[src/rtl/instr_encoder_if.sv]
// Field-tuple input bus and encoded-word output bus of the instruction encoder.
// The slave modport is the encoder; the master modport is the loader/consumer side.
interface instr_encoder_if;
    logic        in_valid;
    logic        in_ready;
    logic [2:0]  in_fmt;
    logic [6:0]  in_opcode;
    logic [4:0]  in_rd;
    logic [4:0]  in_rs1;
    logic [4:0]  in_rs2;
    logic [2:0]  in_funct3;
    logic [6:0]  in_funct7;
    logic [31:0] in_imm;
    logic        out_valid;
    logic        out_ready;
    logic [31:0] out_instr;
    logic [31:0] out_addr;

    modport slave (
        input  in_valid, in_fmt, in_opcode, in_rd, in_rs1, in_rs2,
               in_funct3, in_funct7, in_imm, out_ready,
        output in_ready, out_valid, out_instr, out_addr
    );

    modport master (
        output in_valid, in_fmt, in_opcode, in_rd, in_rs1, in_rs2,
               in_funct3, in_funct7, in_imm, out_ready,
        input  in_ready, out_valid, out_instr, out_addr
    );
endinterface

[src/rtl/instr_encoder.sv]
// RV32I instruction encoder: packs decoded fields plus a full immediate into a
// 32-bit instruction word, tags it with a sequential address and buffers it in
// a small FIFO. Tuples that fail a legality check are consumed but dropped and
// raise a sticky error carrying the first error code.
module instr_encoder #(
    parameter int          DEPTH     = 4,
    parameter logic [31:0] BASE_ADDR = 32'h0000_0000
) (
    input  logic               clk,
    input  logic               rst_n,
    instr_encoder_if.slave     bus,
    output logic               err,
    output logic [1:0]         err_code,
    input  logic               clr_err
);
    localparam int PW = $clog2(DEPTH);
    localparam logic [PW:0] FULL_CNT = (PW+1)'(DEPTH);

    localparam logic [2:0] FMT_R = 3'd0;
    localparam logic [2:0] FMT_I = 3'd1;
    localparam logic [2:0] FMT_S = 3'd2;
    localparam logic [2:0] FMT_B = 3'd3;
    localparam logic [2:0] FMT_U = 3'd4;
    localparam logic [2:0] FMT_J = 3'd5;

    // Bit placement of each format; opcode always lands in [6:0].
    function automatic logic [31:0] encode(
        input logic [2:0]  fmt,
        input logic [6:0]  op,
        input logic [4:0]  rd,
        input logic [4:0]  rs1,
        input logic [4:0]  rs2,
        input logic [2:0]  f3,
        input logic [6:0]  f7,
        input logic [31:0] imm
    );
        logic [31:0] w;
        case (fmt)
            FMT_R:   w = {f7, rs2, rs1, f3, rd, op};
            FMT_I:   w = {imm[11:0], rs1, f3, rd, op};
            FMT_S:   w = {imm[11:5], rs2, rs1, f3, imm[4:0], op};
            FMT_B:   w = {imm[12], imm[10:5], rs2, rs1, f3, imm[4:1], imm[11], op};
            FMT_U:   w = {imm[31:12], rd, op};
            FMT_J:   w = {imm[20], imm[10:1], imm[11], imm[19:12], rd, op};
            default: w = 32'h0000_0000;
        endcase
        return w;
    endfunction

    // Legality check: 0 = ok, 1 = immediate out of range, 2 = misaligned
    // branch/jump target, 3 = illegal format. Higher codes take priority.
    function automatic logic [1:0] check(
        input logic [2:0]  fmt,
        input logic [31:0] imm
    );
        logic signed [31:0] s;
        logic [1:0]         c;
        s = imm;
        if (fmt > FMT_J) begin
            c = 2'd3;
        end else if (((fmt == FMT_B) || (fmt == FMT_J)) && imm[0]) begin
            c = 2'd2;
        end else begin
            case (fmt)
                FMT_I, FMT_S: c = ((s < -32'sd2048) || (s > 32'sd2047)) ? 2'd1 : 2'd0;
                FMT_B:        c = ((s < -32'sd4096) || (s > 32'sd4094)) ? 2'd1 : 2'd0;
                FMT_J:        c = ((s < -32'sd1048576) || (s > 32'sd1048574)) ? 2'd1 : 2'd0;
                FMT_U:        c = (imm[11:0] != 12'h000) ? 2'd1 : 2'd0;
                default:      c = 2'd0;
            endcase
        end
        return c;
    endfunction

    logic [31:0]   instr_mem_q [DEPTH];
    logic [31:0]   addr_mem_q  [DEPTH];
    logic [PW-1:0] wr_ptr_q, wr_ptr_d;
    logic [PW-1:0] rd_ptr_q, rd_ptr_d;
    logic [PW:0]   count_q, count_d;
    logic [31:0]   addr_q, addr_d;
    logic          err_q, err_d;
    logic [1:0]    err_code_q, err_code_d;

    logic          full_s;
    logic          accept_s;
    logic          pop_s;
    logic          push_s;
    logic [1:0]    chk_code_s;
    logic [31:0]   enc_word_s;

    assign full_s        = (count_q == FULL_CNT);
    assign bus.in_ready  = !full_s;
    assign bus.out_valid = (count_q != (PW+1)'(0));
    assign bus.out_instr = instr_mem_q[rd_ptr_q];
    assign bus.out_addr  = addr_mem_q[rd_ptr_q];
    assign err           = err_q;
    assign err_code      = err_code_q;

    // Handshake decode, encoding and the legality check for the offered tuple.
    always_comb begin
        accept_s   = bus.in_valid && !full_s;
        pop_s      = bus.out_valid && bus.out_ready;
        chk_code_s = check(bus.in_fmt, bus.in_imm);
        enc_word_s = encode(bus.in_fmt, bus.in_opcode, bus.in_rd, bus.in_rs1,
                            bus.in_rs2, bus.in_funct3, bus.in_funct7, bus.in_imm);
        push_s     = accept_s && (chk_code_s == 2'd0);
    end

    // Next-state for FIFO pointers, occupancy, address counter and error flag.
    always_comb begin
        wr_ptr_d   = wr_ptr_q;
        rd_ptr_d   = rd_ptr_q;
        count_d    = count_q;
        addr_d     = addr_q;
        err_d      = err_q;
        err_code_d = err_code_q;

        if (push_s) begin
            wr_ptr_d = wr_ptr_q + PW'(1);
            addr_d   = addr_q + 32'd4;
        end else begin
            wr_ptr_d = wr_ptr_q;
            addr_d   = addr_q;
        end

        if (pop_s) begin
            rd_ptr_d = rd_ptr_q + PW'(1);
        end else begin
            rd_ptr_d = rd_ptr_q;
        end

        case ({push_s, pop_s})
            2'b10:   count_d = count_q + (PW+1)'(1);
            2'b01:   count_d = count_q - (PW+1)'(1);
            default: count_d = count_q;
        endcase

        // A new error is recorded when none is pending or when the pending one
        // is being cleared on the same edge; otherwise the first error stays.
        if (accept_s && (chk_code_s != 2'd0) && (!err_q || clr_err)) begin
            err_d      = 1'b1;
            err_code_d = chk_code_s;
        end else if (clr_err) begin
            err_d      = 1'b0;
            err_code_d = 2'd0;
        end else begin
            err_d      = err_q;
            err_code_d = err_code_q;
        end
    end

    // Control state registers.
    always_ff @(posedge clk or negedge rst_n) begin
        if (!rst_n) begin
            wr_ptr_q   <= '0;
            rd_ptr_q   <= '0;
            count_q    <= '0;
            addr_q     <= BASE_ADDR;
            err_q      <= 1'b0;
            err_code_q <= 2'd0;
        end else begin
            wr_ptr_q   <= wr_ptr_d;
            rd_ptr_q   <= rd_ptr_d;
            count_q    <= count_d;
            addr_q     <= addr_d;
            err_q      <= err_d;
            err_code_q <= err_code_d;
        end
    end

    // FIFO storage; cleared on reset so the head reads zero when empty.
    always_ff @(posedge clk or negedge rst_n) begin
        if (!rst_n) begin
            for (int i = 0; i < DEPTH; i++) begin
                instr_mem_q[i] <= 32'h0000_0000;
                addr_mem_q[i]  <= 32'h0000_0000;
            end
        end else if (push_s) begin
            instr_mem_q[wr_ptr_q] <= enc_word_s;
            addr_mem_q[wr_ptr_q]  <= addr_q;
        end else begin
            instr_mem_q[wr_ptr_q] <= instr_mem_q[wr_ptr_q];
            addr_mem_q[wr_ptr_q]  <= addr_mem_q[wr_ptr_q];
        end
    end
endmodule

[src/flat_wrapper.sv]
// flat-port wrapper written by rule: the top's interface ports become plain ports
module instr_encoder_flat 
#(
    parameter int          DEPTH     = 4,
    parameter logic [31:0] BASE_ADDR = 32'h0000_0000
)
  (clk, rst_n, err, err_code, clr_err, bus_in_valid, bus_in_fmt, bus_in_opcode, bus_in_rd, bus_in_rs1, bus_in_rs2, bus_in_funct3, bus_in_funct7, bus_in_imm, bus_out_ready, bus_in_ready, bus_out_valid, bus_out_instr, bus_out_addr);
  instr_encoder_if bus_i ();
  input  logic clk;
  input  logic rst_n;
  output logic err;
  output logic [1:0] err_code;
  input  logic clr_err;
  input wire logic [$bits(bus_i.in_valid)-1:0] bus_in_valid;
  input wire logic [$bits(bus_i.in_fmt)-1:0] bus_in_fmt;
  input wire logic [$bits(bus_i.in_opcode)-1:0] bus_in_opcode;
  input wire logic [$bits(bus_i.in_rd)-1:0] bus_in_rd;
  input wire logic [$bits(bus_i.in_rs1)-1:0] bus_in_rs1;
  input wire logic [$bits(bus_i.in_rs2)-1:0] bus_in_rs2;
  input wire logic [$bits(bus_i.in_funct3)-1:0] bus_in_funct3;
  input wire logic [$bits(bus_i.in_funct7)-1:0] bus_in_funct7;
  input wire logic [$bits(bus_i.in_imm)-1:0] bus_in_imm;
  input wire logic [$bits(bus_i.out_ready)-1:0] bus_out_ready;
  output wire logic [$bits(bus_i.in_ready)-1:0] bus_in_ready;
  output wire logic [$bits(bus_i.out_valid)-1:0] bus_out_valid;
  output wire logic [$bits(bus_i.out_instr)-1:0] bus_out_instr;
  output wire logic [$bits(bus_i.out_addr)-1:0] bus_out_addr;
  assign bus_i.in_valid = bus_in_valid;
  assign bus_i.in_fmt = bus_in_fmt;
  assign bus_i.in_opcode = bus_in_opcode;
  assign bus_i.in_rd = bus_in_rd;
  assign bus_i.in_rs1 = bus_in_rs1;
  assign bus_i.in_rs2 = bus_in_rs2;
  assign bus_i.in_funct3 = bus_in_funct3;
  assign bus_i.in_funct7 = bus_in_funct7;
  assign bus_i.in_imm = bus_in_imm;
  assign bus_i.out_ready = bus_out_ready;
  assign bus_in_ready = bus_i.in_ready;
  assign bus_out_valid = bus_i.out_valid;
  assign bus_out_instr = bus_i.out_instr;
  assign bus_out_addr = bus_i.out_addr;
  instr_encoder #(.DEPTH(DEPTH), .BASE_ADDR(BASE_ADDR)) u_core (.clk(clk), .rst_n(rst_n), .bus(bus_i), .err(err), .err_code(err_code), .clr_err(clr_err));
endmodule
[config.mk]
export PLATFORM = sky130hd
export DESIGN_NAME = instr_encoder_flat
export DESIGN_NICKNAME = d
export VERILOG_FILES = /design/src/rtl/instr_encoder_if.sv /design/src/rtl/instr_encoder.sv /design/src/flat_wrapper.sv
export SDC_FILE = /design/constraint.sdc
export NUM_CORES = 1
export LEC_CHECK = 0
export BUFFER_PORTS_ARGS = -buffer_cell sky130_fd_sc_hd__buf_2
export CAP_MARGIN = 10
export CORE_MARGIN = 2
export CORE_UTILIZATION = 60
export DETAILED_ROUTE_END_ITERATION = 10
export PLACE_DENSITY = 0.76
export SYNTH_ARGS = -nofsm -noshare
export SYNTH_HDL_FRONTEND = slang
export SYNTH_SLANG_ARGS = --single-unit
[constraint.sdc]
create_clock -name clk -period 2.99 [get_ports clk]
set_input_delay 0.1495 -clock clk [delete_from_list [all_inputs] [get_ports clk]]
set_output_delay 0.1495 -clock clk [all_outputs]
set_load 0.01 [all_outputs]
# After elaboration in Yosys (flattened, before gate mapping)
# Index checks and enable logic that the tools add are counted.
# word_totals
latchBits	0
wordCells	94
output_inout_bits	69
register_bits	298
input_bits	72
romBits	0
ramBits	0
n_memories	0
# classes
n_mul	0
n_bitwise	2
add_sub_neg	5
shifts	0
magnitude_cmp	10
div	0
eq_ne	8
n_reduce_logical	22
muxes	33
# op_table
operator	count
$bwmux 128	4
$mux 32	9
$bmux 32 s2	4
$mux 128	2
$pmux 32 s6	1
$demux 32 s2	1
$add 32x3->32 const B	1
$gt 32x12->1 const B	1
$gt 32x13->1 const B	1
$gt 32x21->1 const B	1
$lt 32x12->1 const B	1
$lt 32x13->1 const B	1
$lt 32x21->1 const B	1
$reduce_bool 12->1	1
$eq 3x3->1 const B	3
$mux 2	4
$pmux 2 s4	1
$logic_and 1x1->1	7
$eq 3x2->1 const B	2
$ge 3x3->1 const B	2
$mux 1	6
$not 2->3	2
$pmux 3 s2	1
$reduce_bool 2->1	3
14 further kinds	20

# Longest topological paths before layout
# logic_depth
depth_word	10
mapped_depth	13
ltp_nobuf	11

# Least setup slack after synthesis
# No wires, ideal clock.
# synth_path
kind	reg-to-reg
startpoint	register u_core.count_q[0]
endpoint	register u_core.count_q[2]
stages_incl_launch_ff	12
setup_ns	0.079
n_path_buf	1
required_time_ns	2.911
path_slack_ns	0.450
period_less_slack_ns	2.540
arrival_ns	2.461
path_cell_list	dfrtp_1 or3b_2 nand2_1 nor3_1 buf_2 nand2_1 ha_1 inv_1 fa_1 xor2_1 nor2_1 xor2_1
# synth_between
elab_chain_cells	6
elab_cells_between_ends	12
cone_classes	2 x add/sub; 3 x eq/ne; 1 x mux; 6 x reduce/logical
# synth_rtl
item	line	rtl
from (decl)	instr_encoder.sv:79	logic [PW:0] count_q, count_d;
from (signal assigned)	instr_encoder.sv:164	count_q <= count_d;
$eq 3x3->1 (*)	instr_encoder.sv:91	assign full_s = (count_q == FULL_CNT);
$logic_not 1->1 (*)	--	
net bus_in_ready	flat_wrapper.sv:24	output wire logic [$bits(bus_i.in_ready)-1:0] bus_in_ready;
$logic_and 1x1->1 (*)	instr_encoder.sv:101	accept_s = bus.in_valid && !full_s;
$logic_and 1x1->1 (*)	instr_encoder.sv:106	push_s = accept_s && (chk_code_s == 2'd0);
$eq 2x1->1 / $eq 2x2->1 (equally long branches)	instr_encoder.sv:132	case ({push_s, pop_s})
$pmux 3 s2 / $reduce_bool 2->1 (equally long branches)	--	
# Mark *: on every way through the listed nets, which the timed path passes. The rest lies on a longest branch.
# A chain may end at the register's enable or synchronous reset.

# Worst setup path after layout
# layout_path
startpoint	register u_core.rd_ptr_q[0]
endpoint	output bus_out_instr[21]
# layout_between
elab_chain_cells	4
# layout_rtl
item	line	rtl
from (decl)	instr_encoder.sv:78	logic [PW-1:0] rd_ptr_q, rd_ptr_d;
from (signal assigned)	instr_encoder.sv:163	rd_ptr_q <= rd_ptr_d;
$not 2->3 (not written as such)	instr_encoder.sv:94	assign bus.out_instr = instr_mem_q[rd_ptr_q];
$bmux 32 s2	instr_encoder.sv:94	
$mux 32 (not written as such) (2 in series)	instr_encoder.sv:94	
to (decl)	flat_wrapper.sv:26	output wire logic [$bits(bus_i.out_instr)-1:0] bus_out_instr;
# No other way between the ends. The select of a mux whose other input is x is not followed.

==> results.cfg <==
[detailed_routing]
via_per_inst = 6.93
first_pass_iters = 6
wl_mm = 42.5
vias = 13200
drtIter0Drc = 1658
wl_per_cell_um = 22.4
route.detailed.drc = 0
ant_nets = 0

[run]
maxCapViolCount = 0

[synthesis]
async_flop_share_pct = 100
synth.avg_cell_area_um2 = 11.0
synth_ff_type = dfrtp_1
ys_warn_count = 0
ys_ff_latch = 296
syn_nets = 1520
ys_types = 52
seq_area_frac_synth_pct = 46.7
synth_cells = 1441
syn_area_um2 = 15900
synth_edf_count = 0

[die]
core_um2 = 26000
fp.dieArea_um2 = 27800
io_pins = 141
rows = 59
die_w_um = 167
start_util_pct = 61.0
die_height_um = 167

[critical_path]
worstSetupPathType = flip-flop to output pin
r2r_setup_slack_ps = 450
crit_path_start_kind = flip-flop
r2r_start = u_core.count_q[2]
cpPeakStageDelay_ps = 780
crit_chain = buf_4, mux4_2, buf_2
crit_arrival_ps = 2400
rr_worst_depth = 6
path_max_fanout = 24
critPathCaptureType = output pin
rr_endpoint = u_core.addr_mem_q[26]
cp.required_ps = 2840
crit_start = u_core.rd_ptr_q[0]
cp_slowest_cell = dfrtp_4

[timing]
hold_viol_final = 0
maxSlewHeadroom_pct = 50.1
setup_viol = 0
timing.final.max_slew_violations = 0
finalCritPeriodShare_pct = 85.3
fin_ws_ps = 439
clock.fmax_ghz = 0.392
tns_ps = 0
worst_pin_slew_ps = 748
grt_setup_unrepaired = false
fin_crit_ps = 2550
fin_skew_ps = 9.04

[global_routing]
grt_pass1_vias = 13300
antenna_found_initial = 0
grt.total_usage_pct = 30.8
grt_max_degree = 97
overflow = 0
grt_pass1_wl_mm = 69.5

[clock_tree]
cts_resized = 0
postCtsSetupBuffers = 0
cts_buffers = 31
root_buffer = clkbuf_16
ctsLongestPathBuffers = 3
cts_tree = done
cts_num_sinks = 296
htree_levels = 1
clk_pin_slew_ps = 60
clock_latency_ps = 560

[final_layout]
mostFrequentLayoutCell = dfrtp_1
multi_input_area_um2 = 7920
seqCellArea_um2 = 7420
drive_above_1_share_pct = 26.7
final_cell_mix = dfrtp_1, nor2_1, a31oi_1, buf_2, mux4_2
diodes = 0
finalNetCount = 1626
syn2layout_area_growth_pct = 14.9
n_fill_cell = 1890

[worst_hold_path]
whs_endpoint = u_core.instr_mem_q[81]
hold_start = bus_in_rs1[2]
hp-class = input port to flip-flop
worstHoldPathCells = 5

[power_and_ir_drop]
p_per_area_nw_per_um2 = 1150
peakVddDrop_uv = 739
leakagePower_nw = 6.88

[placement]
port_buffers = 140
gp_congestion = 0.882
hpwl_mm = 27.1
place_ws_ps = 372

[status]
status = completed
[layout make-up]
type	count	share of cell area (%)
Sequential cell	296	40.7
Clock buffer	41	4.57
Multi-Input combinational cell	999	43.5
Timing Repair Buffer	203	7.60
Clock inverter	12	1.06
Tap cell	335	2.30
Inverter	16	0.329
[per-stage QoR]
step,cell area [µm²],total power [mW],utilization (%),hold slack (ps),std cells
floorplan,15900,13.6,-,-146,1441
global placement,17100,16.5,65.8,232,1838
detailed placement,17100,16.9,65.8,233,1838
CTS,18200,20.9,70.2,68.2,1902
global route,18200,22.1,70.2,131,1902
finish,18200,20.9,70.2,84.6,1902
[flip-flops by register name, summed over array words and instances (netlist names)]
register            cells
u_core.err              1
u_core.rd_ptr_q         2
u_core.wr_ptr_q         2
u_core.instr_mem_q    128
u_core.addr_q          30
u_core.count_q          3
u_core.addr_mem_q     128
u_core.err_code         2
[power breakdown]
group | leakage (nW) | switching (mW) | internal [mW]
clock | 0.505 | 1.56 | 2.37
combinational | 3.18 | 5.23 | 4.69
sequential | 3.20 | 1.47 | 5.56
total | 6.88 | 8.26 | 12.6
[critical path: cells and delay by family (launching register included)]
family | cells | cell delay [ps]
muxes | 1 | 550
buffers and inverters | 2 | 490
DFF | 1 | 780
[worst max-delay path by stage]
| stage | end | slack [ps] | depth (start not counted) |
|---|---|---|---|
| after floorplan | u_core.count_q[2] | 450 | 11 |
| after global placement | u_core.addr_mem_q[93] | 450 | 7 |
| after detailed placement | u_core.addr_mem_q[110] | 370 | 7 |
| after CTS | bus_out_instr[21] | 410 | 3 |
| after global routing | u_core.addr_mem_q[55] | 320 | 6 |
| final | bus_out_instr[21] | 440 | 3 |
[cells in the mapped netlist (18+ instances only)]
cell      count  area (µm²)
o21ai_1      25         125
buf_2        18        90.1
a31oi_1     244        1530
mux4_2      128        2880
dfrtp_1     296        7410
nor2_1      252         946
clkbuf_1     89         334
o21ai_0      51         255
a22oi_1      18         135
xor2_1       19         166
nand3_1      70         350
nand4_1      23         144
nand2_1      31         116
[metal layers]
layer	vias to the layer above	wire [µm]	global-route usage, %	share of wire [%]
met5	-	0	0	0
met4	0	722	8.70	1.7
met3	70	3230	4.06	7.6
met2	662	21000	50.5	49
met1	6704	17600	44.2	41
li1	5744	-	-	-
[cells by family (layout without fill, tap and decap cells)]
kind of cell / after synthesis / in the layout / share of synthesized area [%]
and+or+nand+nor: 439 / 439 / 13.0
AOI/OAI and AO/OA: 370 / 370 / 14.3
DFF: 296 / 296 / 46.7
muxes: 147 / 147 / 19.5
buffers and inverters: 146 / 272 / 3.80
xor gates and xnor gates: 35 / 35 / 1.98
adders and majority gates: 8 / 8 / 0.670
[repair_timing]
action | CTS | global route
endpoints found under the hold margin | 124 | 0
hold buffers | 11 | 0
setup endpoints to repair | 0 | 0
No activity file was read; power rests on OpenSTA's default activity.
